**config.mk**
```make
export PLATFORM = sky130hd
export DESIGN_NAME = tdm_demux_flat
export DESIGN_NICKNAME = d
export VERILOG_FILES = /design/src/rtl/tdm_demux_if.sv /design/src/rtl/tdm_demux.sv /design/src/flat_wrapper.sv
export SDC_FILE = /design/constraint.sdc
export NUM_CORES = 1
export LEC_CHECK = 0
export ABC_AREA = 1
export ABC_CLOCK_PERIOD_IN_PS = 1480
export CORE_UTILIZATION = 51
export CTS_BUF_LIST = sky130_fd_sc_hd__clkbuf_16
export CTS_CLUSTER_SIZE = 28
export DETAILED_ROUTE_END_ITERATION = 12
export PLACE_DENSITY = 0.79
export SLEW_MARGIN = 20
export SYNTH_ARGS = -nofsm -noshare
export SYNTH_HDL_FRONTEND = slang
export SYNTH_SLANG_ARGS = --single-unit
```
**constraint.sdc**
```tcl
create_clock -name clk -period 1.48 [get_ports clk]
set_input_delay 0.444 -clock clk [delete_from_list [all_inputs] [get_ports clk]]
set_output_delay 0.444 -clock clk [all_outputs]
set_load 0.01 [all_outputs]
```
**src/rtl/tdm_demux_if.sv**
```systemverilog
// tdm_demux_if: bundles the serial link inputs and per-channel outputs of tdm_demux.
//   master : serial link side (drives din/din_valid/frame_sync, observes channel outputs)
//   slave  : demux side (observes serial inputs, drives ch_data/ch_valid/frame_done/sync_err/busy)
interface tdm_demux_if #(
    parameter int unsigned CHANNELS  = 4,
    parameter int unsigned SLOT_BITS = 8
);
    logic                          din;
    logic                          din_valid;
    logic                          frame_sync;
    logic [CHANNELS*SLOT_BITS-1:0] ch_data;
    logic [CHANNELS-1:0]           ch_valid;
    logic                          frame_done;
    logic                          sync_err;
    logic                          busy;

    modport master (
        output din, din_valid, frame_sync,
        input  ch_data, ch_valid, frame_done, sync_err, busy
    );

    modport slave (
        input  din, din_valid, frame_sync,
        output ch_data, ch_valid, frame_done, sync_err, busy
    );
endinterface

```
**src/rtl/tdm_demux.sv**
```systemverilog
// tdm_demux: splits a serial TDM stream (CHANNELS slots of SLOT_BITS bits, MSB first)
// into per-channel registers, pulsing a valid bit per completed slot plus frame/sync flags.
//   clk   : rising-edge clock
//   reset : synchronous active-high reset
//   bus   : tdm_demux_if.slave (din, din_valid, frame_sync in; ch_data, ch_valid,
//           frame_done, sync_err, busy out; all outputs registered)
module tdm_demux #(
    parameter int unsigned CHANNELS  = 4,
    parameter int unsigned SLOT_BITS = 8
) (
    input  logic        clk,
    input  logic        reset,
    tdm_demux_if.slave  bus
);
    localparam int unsigned CW = $clog2(CHANNELS);
    localparam int unsigned BW = $clog2(SLOT_BITS);

    typedef enum logic {HUNT, RECEIVE} state_t;

    state_t                        state;
    logic [SLOT_BITS-1:0]          shift;
    logic [BW-1:0]                 bit_cnt;
    logic [CW-1:0]                 ch_cnt;
    logic [CHANNELS*SLOT_BITS-1:0] ch_data;
    logic [CHANNELS-1:0]           ch_valid;
    logic                          frame_done;
    logic                          sync_err;
    logic                          busy;

    // Slot word as it will look once the current bit is shifted in.
    logic [SLOT_BITS-1:0]          word_c;
    assign word_c = {shift[SLOT_BITS-2:0], bus.din};

    // Frame state machine, shift register and output registers.
    always_ff @(posedge clk) begin
        if (reset) begin
            state      <= HUNT;
            shift      <= '0;
            bit_cnt    <= '0;
            ch_cnt     <= '0;
            ch_data    <= '0;
            ch_valid   <= '0;
            frame_done <= 1'b0;
            sync_err   <= 1'b0;
            busy       <= 1'b0;
        end else begin
            ch_valid   <= '0;
            frame_done <= 1'b0;
            sync_err   <= 1'b0;
            if (bus.din_valid) begin
                case (state)
                    HUNT: begin
                        if (bus.frame_sync) begin
                            shift   <= SLOT_BITS'(bus.din);
                            bit_cnt <= BW'(1);
                            ch_cnt  <= '0;
                            state   <= RECEIVE;
                            busy    <= 1'b1;
                        end
                    end
                    RECEIVE: begin
                        if (bus.frame_sync) begin
                            // Early sync: drop the partial slot, restart at slot 0 bit 0.
                            sync_err <= 1'b1;
                            shift    <= SLOT_BITS'(bus.din);
                            bit_cnt  <= BW'(1);
                            ch_cnt   <= '0;
                        end else begin
                            shift <= word_c;
                            if (bit_cnt == BW'(SLOT_BITS - 1)) begin
                                bit_cnt <= '0;
                                for (int k = 0; k < int'(CHANNELS); k++) begin
                                    if (ch_cnt == CW'(k)) begin
                                        ch_data[k*SLOT_BITS +: SLOT_BITS] <= word_c;
                                        ch_valid[k] <= 1'b1;
                                    end
                                end
                                if (ch_cnt == CW'(CHANNELS - 1)) begin
                                    frame_done <= 1'b1;
                                    ch_cnt     <= '0;
                                    state      <= HUNT;
                                    busy       <= 1'b0;
                                end else begin
                                    ch_cnt <= ch_cnt + CW'(1);
                                end
                            end else begin
                                bit_cnt <= bit_cnt + BW'(1);
                            end
                        end
                    end
                    default: state <= HUNT;
                endcase
            end
        end
    end

    assign bus.ch_data    = ch_data;
    assign bus.ch_valid   = ch_valid;
    assign bus.frame_done = frame_done;
    assign bus.sync_err   = sync_err;
    assign bus.busy       = busy;
endmodule

```
**src/flat_wrapper.sv**
```systemverilog
// flat-port wrapper written by rule: the top's interface ports become plain ports
module tdm_demux_flat 
#(
    parameter int unsigned CHANNELS  = 4,
    parameter int unsigned SLOT_BITS = 8
)
  (clk, reset, bus_din, bus_din_valid, bus_frame_sync, bus_ch_data, bus_ch_valid, bus_frame_done, bus_sync_err, bus_busy);
  tdm_demux_if #(.CHANNELS(CHANNELS), .SLOT_BITS(SLOT_BITS)) bus_i ();
  input  logic clk;
  input  logic reset;
  input wire logic [$bits(bus_i.din)-1:0] bus_din;
  input wire logic [$bits(bus_i.din_valid)-1:0] bus_din_valid;
  input wire logic [$bits(bus_i.frame_sync)-1:0] bus_frame_sync;
  output wire logic [$bits(bus_i.ch_data)-1:0] bus_ch_data;
  output wire logic [$bits(bus_i.ch_valid)-1:0] bus_ch_valid;
  output wire logic [$bits(bus_i.frame_done)-1:0] bus_frame_done;
  output wire logic [$bits(bus_i.sync_err)-1:0] bus_sync_err;
  output wire logic [$bits(bus_i.busy)-1:0] bus_busy;
  assign bus_i.din = bus_din;
  assign bus_i.din_valid = bus_din_valid;
  assign bus_i.frame_sync = bus_frame_sync;
  assign bus_ch_data = bus_i.ch_data;
  assign bus_ch_valid = bus_i.ch_valid;
  assign bus_frame_done = bus_i.frame_done;
  assign bus_sync_err = bus_i.sync_err;
  assign bus_busy = bus_i.busy;
  tdm_demux #(.CHANNELS(CHANNELS), .SLOT_BITS(SLOT_BITS)) u_core (.clk(clk), .reset(reset), .bus(bus_i));
endmodule
```
==> metrics.md, run 1 <==
| Metric | Value |
|---|---|
| Outcome | finished, final reports clean |
| Power per cell area | 902.2 mW/mm^2 |
| Largest net degree at the start of global routing | 25 |
| Initial Util | 54.10% |
| Fraction of power consumed by sequential logic | around half |
| Clk buf depth | 2 |
| I/O Pins | 44 |
| Core area | 0.004086 sq mm |
| Internal power | 2109 uW |
| Met3 Use GR | 5.500% |
| Max Cap Viol | 0 |
| Switching share of power | 23.03% |
| Reg2Reg Depth | 7 |
| WL final | 5.706 mm |
| P_leak | 0.001444 uW |
| Critical path class | flop to flop |
| DR iter-0 viols | 195 |
| Clock-pin slew on the worst setup and hold paths | about 60 ps |
| Initial antenna violation count | 0 |
| Leading area contributor after synthesis | dfxtp_1 |
| Avg Cell Area, Syn | 7.650 sq um |
| Routed Antenna Nets | 0 |
| Filler cell count in the final layout | 320 |
| Clock skew | approximately 6.3 ps |
| Placed insts | between 300 and 400 |
| DRT Pass-1 Iters | 5 |
| Worst-Margin Slew | 238.8 ps |
| Clk_lat worst skew | 290 ps |
| Hold Violations, Final | 0 |
| Gr busiest metal | met2 |
| TNS Setup | 0 ps |
| Critical path arrival | 1620 ps |
| Max Freq | roughly 700 MHz |
| Final Cycle Share | 94.91% |
| Dpl hpwl | 3.517 mm |
| Global route total overflow | 0 |
| Crit start category | flop |
| CTS tree | done |
| Pins over their slew limit | 0 |
| Nets | 365 |
| Seq/Total Area, Yosys | 46.18% |
| Most frequent cells in the layout | nor2_1 (59), nand2_1 (52), dfxtp_1 (50), nand3_1 (45), dlygate4sd2_1 (39) |
| Vias in the first global route | 1850 |
| Yosys cell types | 21 |
| Met1 usage | ~28% |
| CTS Hold Buffers Added | 0 |
| Switch Pwr | around 630 uW |
| Placement row count | 23 |
| Post-Syn Area | 0.002211 sq mm |
| Comb pwr share | 9.0% |
| CP Max Fanout | 8 |
| DR WL/cell | approximately 14 um |
| Diode count | 0 |
| First-pass GRT wire length | 8.121 mm |
| Most common cell after layout, fill and taps aside | nor2_1 |
| Crit end category | flop |
| WP data required | ~1700 ps |
| Area grow syn2layout | 37.35% |
| CTS H-Tree Depth | 2 |
| Multi-input combinational cell area | 0.001071 sq mm |
| Routability cong. | between 0.7 and 0.8 |
| Hold Crit Class | flop to flop |
| Die height | 67.84 um |
| Final Setup Violations | 0 |
| Top post-synthesis cells by area | dfxtp_1 (46%), nand3_1 (10%), nor2_1 (10%) |
| Die area | roughly 0.0046 sq mm |
| Post-synth top area share | 46.18% |
| Post-synthesis cell count | 289 |
| Layout cells sized above 1 | 16.48% |
| CTS buffer count | 5 |
| Clock sinks | 51 |
| FF/Latch Area | 0.001022 sq mm |
| Yosys warning total | 0 |
| Via density | 5.515 |
| Slew margin rel. | between 80% and 90% |
| Vias | about 2200 |
| Die Span X | 67.84 um |
| Post-Syn Nets | 302 |
| Hold path depth | 2 |
| Non-filler instance count after layout | 402 |
| Synth Register Bits | 51 |
| Clock power share | 40.0% |
| # port buffers | 43 |
| Met2 Usage GRT | ~41% |
| GRT Resource Usage Total | 23.77% |
| VDD IR max | 0.0007319 V |
| Clock tree root buffer cell | clkbuf_16 |
| Min Tclk post-route | 1405 ps |
| DRC errors left | 0 |
Yosys cell counts:
master / n
nor2_1: 60
ha_1: 8
buf_6: 5
nor3_1: 1
dfxtp_1: 51
buf_1: 1
nand2_1: 53
nand2_4: 2
clkbuf_1: 1
and3_1: 1
nand2_2: 1
nand4_1: 9
nand3_1: 45
nor2_2: 4
a21oi_1: 10
nor2_4: 7
buf_4: 1
inv_2: 5
o21ai_0: 4
inv_1: 16
buf_2: 4
final timing paths:
kind,start,to,slack (ps)
setup / recovery,u_core.bit_cnt[1],u_core.bus.ch_data[17],80
hold reg to reg,u_core.bus.ch_data[27],u_core.bus.ch_data[27],460
hold / removal,u_core.bus.ch_data[27],u_core.bus.ch_data[27],460
setup reg to reg,u_core.bit_cnt[1],u_core.bus.ch_data[17],80
flip-flops by register name, indices dropped and copies added (netlist names):
| register | count |
|---|---|
| u_core.bus.ch_data | 32 |
| u_core.bus.ch_valid | 4 |
| u_core.shift | 7 |
| u_core.state | 1 |
| u_core.bit_cnt | 3 |
| u_core.bus.busy | 1 |
| u_core.ch_cnt | 2 |
| u_core.bus.sync_err | 1 |
what timing repair did:
item	CTS	global route
gates resized for setup	46	12
buffers inserted	0	3
setup endpoints to repair	66	36
gates cloned	0	4
pin swaps	1	5
worst max-delay path: stages, from the launching register on:
cell and delay [ps]:
dfxtp_1 380, ha_4 160, ha_4 150, buf_4 120, nand3_1 130, nor2_4 220
nor2_1 70, nor2_1 110
metrics by stage:
stage / total power, uW / hold WS, ps / utilization [%] / worst slack, ps / area (sq um)
4_1_cts: 2706 / 465.4 / 71.16 / 0.5582 / 2908
3_5_place_dp: 1628 / 458.8 / 68.16 / -392.8 / 2785
5_1_grt: 2821 / 491.1 / 74.31 / -17.71 / 3037
6_report: 2740 / 459.3 / 74.31 / 75.27 / 3037
3_3_place_gp: 1624 / 457.7 / 68.16 / -357.1 / 2785
2_1_floorplan: 1556 / 448.2 / - / 130.0 / 2211
area by class of cell:
class                   instances  area share [%]
clock inverters                 2          0.4532
flip-flops and latches         51           33.66
inverters                      21           2.596
repair buffers                 68           21.84
well taps                      50           2.060
multi-input cells             205           35.27
clock buffers                   5           4.120
per-layer routing:
metal,wire (um),up-vias,share of wire [%]
met4,153,0,2.7
met5,0,-,0
met2,2898,96,51
li1,-,1059,-
met3,396,15,6.9
met1,2257,1047,40
power by group through the flow:
stage	Clock (uW)	Combinational, uW	Sequential, uW
after floorplan	0	131	1420
after global placement	0	199	1430
after detailed placement	0	202	1430
after CTS	1110	206	1400
after global routing	1160	267	1400
final	1090	247	1400
cells by family after synthesis:
| kind of cell | synth area share, % |
|---|---|
| AO/OA/AOI/OAI | 3.169 |
| adder cells (fa/ha/maj) | 4.528 |
| buffers and inverters | 7.697 |
| flip-flops | 46.18 |
| AND/OR/NAND/NOR | 38.43 |
(Power assumes the default switching activity.)
==> inputs of run 2 (changes only) <==
--- a/config.mk
+++ b/config.mk
@@ -11,6 +11,7 @@
 export CTS_BUF_LIST = sky130_fd_sc_hd__clkbuf_16
 export CTS_CLUSTER_SIZE = 28
 export DETAILED_ROUTE_END_ITERATION = 12
+export GPL_TIMING_DRIVEN = 0
 export PLACE_DENSITY = 0.79
 export SLEW_MARGIN = 20
 export SYNTH_ARGS = -nofsm -noshare
==> metrics.md, run 2 (same netlist as run 1, synthesis figures left out) <==
| Metric | Value |
|---|---|
| Outcome | finished, final reports clean |
| Switching share of power | 21.59% |
| Clock-pin slew on the worst setup and hold paths | about 60 ps |
| Slew margin rel. | 71.84% |
| Placed insts | approximately 380 |
| Reg2reg setup slack | 70 ps |
| VDD IR max | 0.0006743 V |
| Hold path startpoint | bus_din_valid |
| Comb pwr share | 6.7% |
| Non-filler instance count after layout | 390 |
| Max Freq | ~700 MHz |
| Routability cong. | 0.8462 |
| Area grow syn2layout | 29.82% |
| Core area | 0.004086 sq mm |
| Final Cycle Share | between 90% and 100% |
| Switch Pwr | 616.5 uW |
| Max FFs per register | 32 |
| CTS buffer count | 5 |
| Top Registers | u_core.bus.ch_data x32, u_core.shift x7, u_core.bus.ch_valid x4 |
| First-pass GRT wire length | approximately 8.4 mm |
| WP buf/inv | 2 |
| Fraction of power consumed by sequential logic | between 40% and 50% |
| Hold Crit Class | input port to flop |
| Final Setup Violations | 0 |
| Crit-path cells | buf_4 > dlygate4sd2_1 |
| Nets | 352 |
| DR iter-0 viols | 123 |
| Hold Violations, Final | 0 |
| Clk_lat worst skew | 290 ps |
| Reg2Reg Depth | 5 |
| Clock sinks | 51 |
| Largest net degree at the start of global routing | 16 |
| DRT Pass-1 Iters | 4 |
| Worst Hold Endpoint | u_core.bus.busy |
| Initial antenna violation count | 0 |
| DR WL/cell | 12.82 um |
| Layout cells sized above 1 | 12.35% |
| Die height | 67.84 um |
| Internal power | around 2200 uW |
| Critical path arrival | a little under 1000 ps |
| Placement row count | 23 |
| Vias | 2056 |
| Initial Util | a little over half |
| Global route total overflow | 0 |
| Critical Path Slowest Stage Cell | dfxtp_1 |
| RR Endpoint | u_core.state |
| Filler cell count in the final layout | 352 |
| Clk buf depth | 2 |
| # port buffers | 42 |
| Clock power share | 44.5% |
| GRT Resource Usage Total | 24.65% |
| Routed Antenna Nets | 0 |
| CP delay by family, top | buffers and inverters |
| DRC errors left | 0 |
| Min Tclk post-route | around 1400 ps |
| I/O Pins | between 40 and 50 |
| Worst-Margin Slew | 422.4 ps |
| Most frequent cells in the layout | nor2_1 (60), nand2_1 (53), dfxtp_1 (50), nand3_1 (45), dlygate4sd2_1 (39) |
| Multi-input combinational cell area | 0.001055 sq mm |
| Power per cell area | 994.6 mW/mm^2 |
| TNS Setup | 0 ps |
| Die Span X | about 68 um |
| Die area | 0.004602 sq mm |
| Critical path class | flop to primary output |
| CTS tree | done |
| Hold path depth | 3 |
| Pins over their slew limit | 0 |
| Via density | approximately 5.3 |
| FF/Latch Area | 0.001022 sq mm |
| Most common cell after layout, fill and taps aside | nor2_1 |
| WP data required | 1040 ps |
| Biggest register | u_core.bus.ch_data |
| Worst path max stage delay | approximately 310 ps |
| Reg-to-Reg Start | u_core.ch_cnt[0] |
| WL final | ~5.0 mm |
| Clock skew | 5.638 ps |
| P_leak | 0.001355 uW |
| Clock tree root buffer cell | clkbuf_16 |
| Unrepaired setup endpoints after global routing | false |
| Max Cap Viol | 0 |
| CTS H-Tree Depth | 2 |
| Crit start category | flop |
| Crit end category | primary output |
| Diode count | 0 |
| Dpl hpwl | 3.555 mm |
| Vias in the first global route | approximately 1900 |
| CP Max Fanout | 2 |
run 2: cell types whose count changed in the layout (fill, tap and decap cells not counted), moves of 2 or more:
cell / previous run / this run
buf_4: 14 / 1
buf_12: 3 / 1
buf_2: 1 / 3
clkbuf_16: 7 / 5
dlymetal6s2s_1: 2 / 0
nor2_2: 3 / 1
run 2: per-layer routing:
layer  GRT usage (%)  vias to the layer above  wire, um
met4           7.552                        0        55
li1                -                     1031         -
met5               0                        -         0
met3           5.500                        6       263
met1           29.24                      959      2182
met2           43.94                       60      2500
run 2: timing repair:
| action | CTS | global route |
|---|---|---|
| pin swaps | 1 | 1 |
| setup buffers | 1 | 0 |
| gates resized for setup | 46 | 6 |
| setup endpoints to repair | 83 | 37 |
| hold buffers | 0 | 0 |
| cloned | 0 | 0 |
run 2: final cells by class:
class	count	share of cell area (%)
Buffer	12	3.313
Tap cell	50	2.180
Inverter	21	2.746
Sequential cell	51	35.61
Clock inverter	3	1.351
Multi-Input combinational cell	205	36.75
Timing Repair Buffer	43	13.69
Clock buffer	5	4.359
run 2: how the worst max path moves through the flow:
stage / startpoint / endpoint / slack, ps / depth (start not counted)
after floorplan: u_core.bit_cnt[0] / u_core.bus.ch_data[0] / 130 / 7
after CTS: u_core.bit_cnt[0] / u_core.bus.ch_data[12] / 10 / 7
after detailed placement: bus_frame_sync / u_core.shift[3] / -640 / 6
after global placement: bus_frame_sync / u_core.bit_cnt[1] / -620 / 6
final: u_core.bus.ch_valid[3] / bus_ch_valid[3] / 50 / 2
after global routing: u_core.bit_cnt[0] / u_core.bus.ch_data[30] / 10 / 7
run 2: worst reg2reg max path: cells and delay by family, from the launching register on:
kind	cells	cell delay, ps
AND/OR/NAND/NOR	3	550
buffers and inverters	1	100
adder cells (fa/ha/maj)	1	260
flip-flops	1	400
run 2: power groups by stage:
| stage | combinational [uW] | clock, uW | sequential, uW |
|---|---|---|---|
| global route | 213 | 1350 | 1400 |
| detailed placement | 181 | 0 | 1430 |
| finish | 190 | 1270 | 1390 |
| CTS | 185 | 1290 | 1390 |
| floorplan | 131 | 0 | 1420 |
| global placement | 178 | 0 | 1420 |
run 2: metrics by stage:
stage                     hold slack, ps  worst slack [ps]  utilization, %  cell area (sq um)  total power [uW]
final                              457.7             47.56           70.24               2870              2855
after global routing               478.5             13.89           70.24               2870              2956
after CTS                          451.3             9.658           69.69               2848              2870
after detailed placement           458.8            -643.7           65.92               2694              1607
after global placement             457.8            -619.9           65.92               2694              1603
after floorplan                    448.2             130.0               -               2211              1556
==> inputs of run 3 (changes only) <==
--- a/config.mk
+++ b/config.mk
@@ -5,12 +5,13 @@
 export SDC_FILE = /design/constraint.sdc
 export NUM_CORES = 1
 export LEC_CHECK = 0
-export ABC_AREA = 1
 export ABC_CLOCK_PERIOD_IN_PS = 1480
-export CORE_UTILIZATION = 51
+export CORE_MARGIN = 2
+export CORE_UTILIZATION = 50
 export CTS_BUF_LIST = sky130_fd_sc_hd__clkbuf_16
 export CTS_CLUSTER_SIZE = 28
 export DETAILED_ROUTE_END_ITERATION = 12
+export GPL_ROUTABILITY_DRIVEN = 0
 export GPL_TIMING_DRIVEN = 0
 export PLACE_DENSITY = 0.79
 export SLEW_MARGIN = 20
==> metrics.md, run 3 <==
| Metric | Value |
|---|---|
| Worst setup path startpoint | u_core.bit_cnt[0] |
| Post-Syn Nets | 205 |
| First-pass GRT wire length | roughly 7 mm |
| Yosys cell types | 32 |
| Largest net degree at the start of global routing | 16 |
| WL final | 4.620 mm |
| Die height | 68.51 um |
| Number of flops mapped to enable cells by yosys | 0 |
| Power per cell area | slightly above 900 mW/mm^2 |
| Dominant synthesized flop cell | dfxtp_1 |
| Slew margin rel. | around 72% |
| Failing checks | setup timing |
| Placement row count | 23 |
| CTS buffer count | 5 |
| Fraction of power consumed by sequential logic | 53.2% |
| Die area | ~0.0047 sq mm |
| DR WL/cell | 15.50 um |
| Internal power | 2060 uW |
| Max FFs per register | 32 |
| Clk buf depth | 2 |
| WHS | 470.4 ps |
| Final Setup Violations | 16 |
| Yosys warning total | 0 |
| Dpl hpwl | 2.993 mm |
| GRT Resource Usage Total | 20.75% |
| Initial antenna violation count | 0 |
| Critical path arrival | about 1800 ps |
| I/O Pins | between 40 and 50 |
| Initial Util | 52.02% |
| Avg Cell Area, Syn | about 11 sq um |
| Critical path class | flop to flop |
| Synth Register Bits | 51 |
| Hold Crit Class | flop to flop |
| Clk_lat worst skew | 280 ps |
| Layout cells sized above 1 | 17.74% |
| Area grow syn2layout | 36.02% |
| Comb pwr share | 5.1% |
| Vias in the first global route | 1468 |
| Outcome | complete, but fails checks |
| WP data required | 1660 ps |
| Post-Syn Area | 0.002081 sq mm |
| Biggest register | u_core.bus.ch_data |
| Hold Violations, Final | 0 |
| Seq/Total Area, Yosys | 49.07% |
| Clock power share | 41.7% |
| CTS tree | done |
| Setup ws final | -143.4 ps |
| Min Tclk post-route | 1623 ps |
| Routed Antenna Nets | 0 |
| P_leak | 0.001360 uW |
| Max Freq | roughly 600 MHz |
| Die Span X | slightly below 70 um |
| DRT Pass-1 Iters | 4 |
| Global route total overflow | 0 |
| Nets | around 260 |
| Crit end category | flop |
| Core area | 0.004000 sq mm |
| Top post-synthesis cells by count | dfxtp_1 (51), nand2b_1 (33), mux2i_1 (25), nor2_1 (10) |
| Cell with the most instances after synthesis | dfxtp_1 |
| Switching share of power | between 20% and 30% |
| Clock sinks | 51 |
| CP Max Fanout | 6 |
| Top Registers | u_core.bus.ch_data x32, u_core.shift x7, u_core.bus.ch_valid x4 |
| CTS H-Tree Depth | 2 |
| Post-synth top area share | 49.07% |
| # port buffers | 43 |
| Clock skew | 4.769 ps |
| Finished Cell Area | roughly 0.0028 sq mm |
| Hold path startpoint | u_core.bus.ch_data[1] |
| Reg-to-Reg Start | u_core.bit_cnt[0] |
| Asr flop ratio synth | 0% |
| Pins over their slew limit | 0 |
| Leading area contributor after synthesis | dfxtp_1 |
| Clock-pin slew on the worst setup and hold paths | 60 ps |
| Clock tree root buffer cell | clkbuf_16 |
| Switch Pwr | 555.5 uW |
| Most common cell after layout, fill and taps aside | dfxtp_1 |
| Vias | 1540 |
| Max Cap Viol | 0 |
| Post-synthesis cell count | 192 |
| Worst-Margin Slew | 413.0 ps |
| Diode count | 0 |
| DR iter-0 viols | 74 |
| Most frequent cells in the layout | dfxtp_1 (48), dlygate4sd2_1 (39), nand2b_1 (33), mux2i_1 (25), nor2_1 (10) |
| Via density | 5.168 |
| Cell Area, Placed | around 0.0026 sq mm |
| Crit start category | flop |
| DRC errors left | 0 |
| Final Cycle Share | 109.7% |
| Unrepaired setup endpoints after global routing | true |
| Top post-synthesis cells by area | dfxtp_1 (49%), mux2i_1 (12%), nand2b_1 (9.9%) |
| VDD IR max | 0.0007076 V |
run 3: cell types whose count changed after synthesis, sizes merged, moves of 15 or more:
cell    before  now
inv         21    6
mux2i        0   25
nand2       56    6
nand2b       0   33
nand3       45    1
nor2        71   10
run 3: routing by layer:
metal / part of all wire, % / wire, um / vias up / track usage, %
li1: - / - / 772 / -
met1: 45 / 2098 / 724 / 27.10
met2: 49 / 2253 / 34 / 32.57
met3: 3.9 / 178 / 10 / 5.195
met4: 1.9 / 89 / 0 / 8.750
met5: 0 / 0 / - / 0
run 3: worst paths after layout:
kind | to | slack (ps) | depth (start not counted)
hold / removal | u_core.bus.ch_data[1] | 470 | 2
setup / recovery | u_core.bus.ch_data[26] | -140 | 7
hold reg to reg | u_core.bus.ch_data[1] | 470 | 2
setup reg to reg | u_core.bus.ch_data[26] | -140 | 7
run 3: cells by family (layout without fill, tap and decap cells):
group / count (synthesis) / in the layout / synth area share [%]
AND/OR/NAND/NOR: 66 / 67 / 19.42
flip-flops: 51 / 51 / 49.07
multiplexers: 25 / 25 / 12.03
AO/OA/AOI/OAI: 23 / 24 / 9.441
buffers and inverters: 19 / 73 / 5.231
adder cells (fa/ha/maj): 8 / 8 / 4.811
run 3: final cells by class:
class / count / area (sq um)
Multi-Input combinational cell: 124 / 1056
Inverter: 6 / 22.52
Timing Repair Buffer: 50 / 451.7
Fill cell: 296 / 1170
Clock buffer: 5 / 125.1
Clock inverter: 2 / 13.76
Sequential cell: 51 / 1027
Tap cell: 50 / 62.56
Buffer: 10 / 71.32
run 3: timing repair:
| action | in CTS | in global routing |
|---|---|---|
| gates resized for setup | 49 | 18 |
| cloned | 1 | 2 |
| endpoints found under the setup margin | 87 | 41 |
| pin swaps | 1 | 4 |
| hold buffers | 0 | 0 |
| buffers inserted | 3 | 3 |
run 3: power groups by stage:
stage / combinational [uW] / clock, uW / sequential, uW
detailed placement: 112 / 0 / 1420
floorplan: 70.3 / 0 / 1420
finish: 133 / 1090 / 1390
CTS: 121 / 1110 / 1390
global route: 146 / 1160 / 1390
global placement: 110 / 0 / 1420
run 3: stage by stage:
stage	power (uW)	TNS, ps	setup WS, ps	std cells	utilization [%]
6_report	2616	-1671	-143.4	298	70.75
5_1_grt	2695	-3015	-171.7	298	70.75
4_1_cts	2619	-919.9	-107.7	293	68.50
3_5_place_dp	1534	-21540	-577.3	285	65.03
3_3_place_gp	1532	-21960	-577.4	285	65.03
2_1_floorplan	1492	-249.8	-31.23	192	-
run 3: critical path: stages (launching register included):
cell	delay, ps
dfxtp_2	340
ha_4	170
ha_4	150
and4b_1	180
buf_6	140
and3b_2	220
buf_6	140
a22o_1	180
